File: config.mk
export PLATFORM = sky130hd
export DESIGN_NAME = cla_add_pipe
export DESIGN_NICKNAME = d
export VERILOG_FILES = /design/src/rtl/cla_add_pipe.sv
export SDC_FILE = /design/constraint.sdc
export NUM_CORES = 1
export LEC_CHECK = 0
export ABC_AREA = 1
export CAP_MARGIN = 20
export CORE_ASPECT_RATIO = 0.5
export CORE_MARGIN = 3
export CORE_UTILIZATION = 50
export CTS_BUF_LIST = sky130_fd_sc_hd__clkbuf_4 sky130_fd_sc_hd__clkbuf_8 sky130_fd_sc_hd__clkbuf_16
export DETAILED_ROUTE_END_ITERATION = 7
export HOLD_SLACK_MARGIN = 0.06
export PLACE_DENSITY = 0.72
export SLEW_MARGIN = 20
export SYNTH_ARGS = -nofsm -noshare
export SYNTH_HDL_FRONTEND = slang
export SYNTH_SLANG_ARGS = --single-unit
File: constraint.sdc
create_clock -name clk -period 2.82 [get_ports clk]
set_clock_uncertainty 0.05 [all_clocks]
set_input_delay 0.705 -clock clk [delete_from_list [all_inputs] [get_ports clk]]
set_output_delay 0.705 -clock clk [all_outputs]
set_load 0.02 [all_outputs]
File: src/rtl/cla_add_pipe.sv
// cla_add_pipe: pipelined carry-lookahead adder/subtractor built from 4-bit
// lookahead groups. Each stage resolves GPS groups and hands the running carry
// to the next stage; a single global advance signal stalls the whole pipe.
// Optional feature macro: CLA_ADD_PIPE_SAT_EN (signed saturation of sum).
module cla_add_pipe #(
   parameter int WIDTH = 16,
   parameter int GPS   = 1
) (
   input  logic             clk,
   input  logic             rst_n,
   input  logic             in_valid,
   output logic             in_ready,
   input  logic [WIDTH-1:0] a,
   input  logic [WIDTH-1:0] b,
   input  logic             c_in,
   input  logic             sub,
   output logic             out_valid,
   input  logic             out_ready,
   output logic [WIDTH-1:0] sum,
   output logic             c_out,
   output logic             ovf,
   output logic             zero
);

   localparam int NG = WIDTH / 4;
   localparam int L  = NG / GPS;

   if ((WIDTH < 4) || (WIDTH % 4 != 0) || (GPS < 1) || (NG % GPS != 0)) begin : g_bad_cfg
      $error("cla_add_pipe: WIDTH must be a multiple of 4 and WIDTH/4 divisible by GPS");
   end

   // One 4-bit full-lookahead group: returns {carry_out, sum[3:0]}.
   function automatic logic [4:0] cla4(input logic [3:0] x, input logic [3:0] y,
                                       input logic ci);
      logic [3:0] g;
      logic [3:0] p;
      logic [3:0] c;
      logic       co;
      g    = x & y;
      p    = x | y;
      c[0] = ci;
      c[1] = g[0] | (p[0] & ci);
      c[2] = g[1] | (p[1] & g[0]) | (p[1] & p[0] & ci);
      c[3] = g[2] | (p[2] & g[1]) | (p[2] & p[1] & g[0]) | (p[2] & p[1] & p[0] & ci);
      co   = g[3] | (p[3] & g[2]) | (p[3] & p[2] & g[1]) | (p[3] & p[2] & p[1] & g[0])
           | (p[3] & p[2] & p[1] & p[0] & ci);
      return {co, x ^ y ^ c};
   endfunction

   logic advance;

   // Per-stage inputs (from ports for stage 0, else from the previous register)
   logic             st_in_v   [L];
   logic             st_in_c   [L];
   logic [WIDTH-1:0] st_in_sum [L];
   logic [WIDTH-1:0] st_in_a   [L];
   logic [WIDTH-1:0] st_in_bp  [L];

   // Per-stage combinational results
   logic             st_nxt_c   [L];
   logic [WIDTH-1:0] st_nxt_sum [L];

   assign advance  = !out_valid || out_ready;
   assign in_ready = advance;

   // Subtraction enters as A + ~B + 1; the inverted operand and forced carry
   // are fixed at entry so they travel with the beat.
   assign st_in_v[0]   = in_valid;
   assign st_in_c[0]   = sub ? 1'b1 : c_in;
   assign st_in_sum[0] = '0;
   assign st_in_a[0]   = a;
   assign st_in_bp[0]  = sub ? ~b : b;

   for (genvar k = 0; k < L; k++) begin : g_stage
      logic [4:0] grp;
      logic       carry;

      // Resolve this stage's groups; carries ripple group to group.
      always_comb begin
         carry         = st_in_c[k];
         grp           = '0;
         st_nxt_sum[k] = st_in_sum[k];
         for (int unsigned j = 0; j < GPS; j++) begin
            grp = cla4(st_in_a[k][(k*GPS+j)*4 +: 4], st_in_bp[k][(k*GPS+j)*4 +: 4], carry);
            st_nxt_sum[k][(k*GPS+j)*4 +: 4] = grp[3:0];
            carry = grp[4];
         end
         st_nxt_c[k] = carry;
      end

      if (k < L - 1) begin : g_reg
         logic             v_q;
         logic             c_q;
         logic [WIDTH-1:0] sum_q;
         logic [WIDTH-1:0] a_q;
         logic [WIDTH-1:0] bp_q;

         // Stage register: shifts on advance, data only loaded for real beats.
         always_ff @(posedge clk or negedge rst_n) begin
            if (!rst_n) begin
               v_q   <= 1'b0;
               c_q   <= 1'b0;
               sum_q <= '0;
               a_q   <= '0;
               bp_q  <= '0;
            end else if (advance) begin
               v_q <= st_in_v[k];
               if (st_in_v[k]) begin
                  c_q   <= st_nxt_c[k];
                  sum_q <= st_nxt_sum[k];
                  a_q   <= st_in_a[k];
                  bp_q  <= st_in_bp[k];
               end
            end
         end

         assign st_in_v[k+1]   = v_q;
         assign st_in_c[k+1]   = c_q;
         assign st_in_sum[k+1] = sum_q;
         assign st_in_a[k+1]   = a_q;
         assign st_in_bp[k+1]  = bp_q;
      end else begin : g_out
         logic             a_msb;
         logic             bp_msb;
         logic             ovf_c;
         logic             zero_c;
         logic [WIDTH-1:0] res_c;

         // Final stage: overflow, optional clamp, and zero from the final sum.
         always_comb begin
            a_msb  = st_in_a[k][WIDTH-1];
            bp_msb = st_in_bp[k][WIDTH-1];
            ovf_c  = (a_msb == bp_msb) && (st_nxt_sum[k][WIDTH-1] != a_msb);
            res_c  = st_nxt_sum[k];
`ifdef CLA_ADD_PIPE_SAT_EN
            if (ovf_c) begin
               res_c = a_msb ? {1'b1, {(WIDTH-1){1'b0}}} : {1'b0, {(WIDTH-1){1'b1}}};
            end
`endif
            zero_c = (res_c == '0);
         end

         // Output register: the last pipeline stage.
         always_ff @(posedge clk or negedge rst_n) begin
            if (!rst_n) begin
               out_valid <= 1'b0;
               sum       <= '0;
               c_out     <= 1'b0;
               ovf       <= 1'b0;
               zero      <= 1'b0;
            end else if (advance) begin
               out_valid <= st_in_v[k];
               if (st_in_v[k]) begin
                  sum   <= res_c;
                  c_out <= st_nxt_c[k];
                  ovf   <= ovf_c;
                  zero  <= zero_c;
               end
            end
         end
      end
   end

endmodule

==> impl_table.tex <==
\begin{tabular}{lr}
\hline
Metric & Value \\
\hline
\multicolumn{2}{l}{\textbf{Routing}} \\
Routed via count divided by cell count & 4.78 \\
Detailed Route WL & about 9.6 mm \\
Iteration count of the initial detailed-routing pass & 4 \\
Average detailed-routed wire length per instance & 12.9 um \\
Drt drc & 0 \\
Iter 0 DRT Violations & roughly 190 \\
Residual antenna-violating net count after detailed routing & 0 \\
Vias after detailed routing & 3573 \\
\multicolumn{2}{l}{\textbf{Global route}} \\
Largest net degree at the start of global routing & 46 \\
Antenna violations before repair & 0 \\
Number of global-route vias before repair & between 3000 and 4000 \\
Overflow left after global routing & 0 \\
Global-route wire length before repair & 16.9 mm \\
Overall global routing resource usage & 0.182 \\
\multicolumn{2}{l}{\textbf{Yosys}} \\
Number of warnings printed during yosys synthesis & 0 \\
Library cell with the largest summed area after synthesis & dfrtp\_1 \\
\#FFs+latches synth & 98 \\
Unique masters post-synth & 28 \\
Number of instances in the synthesized netlist & about 550 \\
Post-Synthesis Mean Instance Area & 9.30 um\^{}2 \\
Area of the mapped netlist & about 0.005 mm\^{}2 \\
Area share of the largest cell type after synthesis & 0.478 \\
Post-synthesis net count & 626 \\
Sequential share of the synthesized area & 0.478 \\
Biggest area contributors in the synthesized netlist & dfrtp\_1, nand2\_1, ha\_1 \\
\multicolumn{2}{l}{\textbf{Outcome}} \\
Result of the run & complete, no violations \\
\multicolumn{2}{l}{\textbf{Clocking}} \\
Hold buffer count at cts & 0 \\
TritonCTS clock tree & yes \\
CTS HTree Levels & 3 \\
Number of sinks driven by the clock tree & 98 \\
Maximum buffer depth of the clock tree & 2 \\
Number of CTS-inserted buffers & 9 \\
Resize count post-CTS & 0 \\
Cell chosen for the clock root & clkbuf\_16 \\
Insertion delay to the later sink of the worst-skew pair & 0.34 ns \\
CTS clk-pin slew, worst paths & 0.06 ns \\
Post-CTS setup-driven buffer insertion count & 0 \\
\multicolumn{2}{l}{\textbf{Worst hold path}} \\
Hold/Removal Path Class & input pin to async pin \\
\multicolumn{2}{l}{\textbf{STA}} \\
Maximum clock frequency & 362 MHz \\
Final worst path period share & 0.979 \\
Post-layout min period & between 2 and 3 ns \\
Unrepaired setup endpoints after global routing & no \\
Worst slew margin & 0.619 \\
Worst Setup Slack, final & 0.0581 ns \\
Hold Vio Cnt, Final & 0 \\
Final number of setup-violating endpoints & 0 \\
Number of pins exceeding their max-slew limit in the final report & 0 \\
Slew @ Worst Pin & around 0.57 ns \\
Accumulated negative setup slack & 0 ns \\
Minimum hold slack & 0.306 ns \\
\multicolumn{2}{l}{\textbf{Worst setup path}} \\
Slowest cell on the critical path & clkdlybuf4s50\_1 \\
Critical path start-end classification & input pin to output port \\
Path depth of the worst reg2reg path & 8 \\
Slowest cell delay on critical path & around 0.6 ns \\
Sort of element at the start of the critical path & input pin \\
Most Frequent Cell on Critical Path & clkdlybuf4s50\_1 \\
Data arrival, critical path & 2.01 ns \\
Critical-path cell list & clkdlybuf4s50\_1 -> inv\_1 -> nand2\_8 -> clkdlybuf4s50\_1 \\
Maximum fanout along the worst path & 3 \\
Data required time at the worst endpoint & 2.07 ns \\
Critical path capture point type & output port \\
\multicolumn{2}{l}{\textbf{Place}} \\
Placer congestion estimate & around 0.81 \\
Final HPWL DP & 7.00 mm \\
Port bufs & between 50 and 60 \\
Post-Place Worst Slack & roughly 0.043 ns \\
\multicolumn{2}{l}{\textbf{Floorplan}} \\
Core ar. & around 0.0097 mm\^{}2 \\
Site Rows & 25 \\
Boundary pin count & 59 \\
Horizontal extent of the die & 149 um \\
Starting utilization of the core area & 0.529 \\
Area of the die & 0.0116 mm\^{}2 \\
Die Height & 77.6 um \\
\multicolumn{2}{l}{\textbf{Layout}} \\
Most common cell after layout, fill and taps aside & nand2\_1 \\
Number of filler cells placed in the layout & between 800 and 900 \\
Diodes inserted & 0 \\
Most used cells in the layout excluding fill and tap cells & nand2\_1, dfrtp\_1, inv\_1 \\
Synthesis-to-finish area growth & 18.6\% \\
Share of cells above drive strength 1 & 0.116 \\
Util after Layout & 0.627 \\
Final nets & 684 \\
\multicolumn{2}{l}{\textbf{Run}} \\
Max-capacitance violation count & 0 \\
\multicolumn{2}{l}{\textbf{Power and ir drop}} \\
Power density over cell area & just over 1000 mW/mm\^{}2 \\
Overall Power & 6.23 mW \\
Leak Pwr & 3.02 nW \\
Worst voltage drop across the vdd grid & between 0.3 and 0.4 mV \\
\hline
\end{tabular}
[metrics by stage]
stage,instances,instance area [um^2]
3_3_place_gp,733,5750
6_report,747,6080
3_5_place_dp,733,5750
5_1_grt,747,6080
4_1_cts,747,6080
2_1_floorplan,551,5130
[Yosys cell counts]
| library cell | instances |
|---|---|
| a21oi_1 | 11 |
| a22oi_1 | 1 |
| a31oi_1 | 1 |
| buf_12 | 2 |
| buf_4 | 8 |
| buf_6 | 5 |
| buf_8 | 1 |
| dfrtp_1 | 98 |
| fa_1 | 4 |
| ha_1 | 33 |
| inv_1 | 79 |
| inv_2 | 1 |
| inv_6 | 3 |
| nand2_1 | 152 |
| nand2_2 | 6 |
| nand2_8 | 5 |
| nand3_1 | 19 |
| nand3_2 | 3 |
| nand3b_1 | 1 |
| nand3b_2 | 2 |
| nand4_1 | 7 |
| nor2_1 | 23 |
| nor2_4 | 1 |
| o21ai_0 | 35 |
| o21ai_1 | 1 |
| o21ai_2 | 30 |
| xnor2_1 | 16 |
| xor2_1 | 3 |
[final timing paths]
path | from | end | slack (ns)
min in group clk | g_stage[0].g_reg.bp_q[12] | g_stage[1].g_reg.bp_q[12] | 0.42
max in group asynchronous | rst_n | g_stage[0].g_reg.a_q[5] | 1.74
max reg2reg | g_stage[2].g_reg.c_q | zero | 1.16
min | rst_n | sum[9] | 0.31
max | out_ready | in_ready | 0.06
min reg2reg | g_stage[0].g_reg.bp_q[12] | g_stage[1].g_reg.bp_q[12] | 0.42
[logic make-up after synthesis]
group / count (synthesis) / synth area share
simple gates: 219 / 0.196
compound gates: 79 / 0.0998
buf+inv: 99 / 0.0971
fa+ha+maj: 37 / 0.0962
xor+xnor: 19 / 0.0325
flops: 98 / 0.478
[final cells by class]
| cell class | instances | area, um^2 | share of cell area |
|---|---|---|---|
| sequential | 98 | 2450 | 0.403 |
| multi-input combinational | 354 | 2180 | 0.358 |
| timing repair buffer | 63 | 628 | 0.103 |
| inverter | 83 | 327 | 0.0537 |
| clock buffer | 11 | 240 | 0.0395 |
| tap | 135 | 169 | 0.0278 |
| clock inverter | 3 | 90.1 | 0.0148 |
[power by group]
group,internal [mW],switching [mW],total (mW)
logic,1.00,1.51,2.51
clock network,0.877,0.492,1.37
registers,1.97,0.379,2.35
[critical path, delay by kind of cell]
kind	cells	cell delay, ns
simple gates	1	0.07
buf+inv	3	1.23
[sequential cells by signal, summed over array words and instances (netlist names)]
signal	flops
g_stage.g_reg.bp_q	24
out_valid	1
zero	1
g_stage.g_reg.a_q	24
g_stage.g_reg.sum_q	24
g_stage.g_reg.v_q	3
c_out	1
ovf	1
g_stage.g_reg.c_q	3
sum	16
[routing by layer]
metal / share of wire / routed length (um) / global-route usage
met4: 0.0065 / 62 / 0.0466
met2: 0.43 / 4090 / 0.270
met3: 0.035 / 338 / 0.0408
met5: 0 / 0 / 0
met1: 0.53 / 5120 / 0.272
No activity file was read; power rests on OpenSTA's default activity.
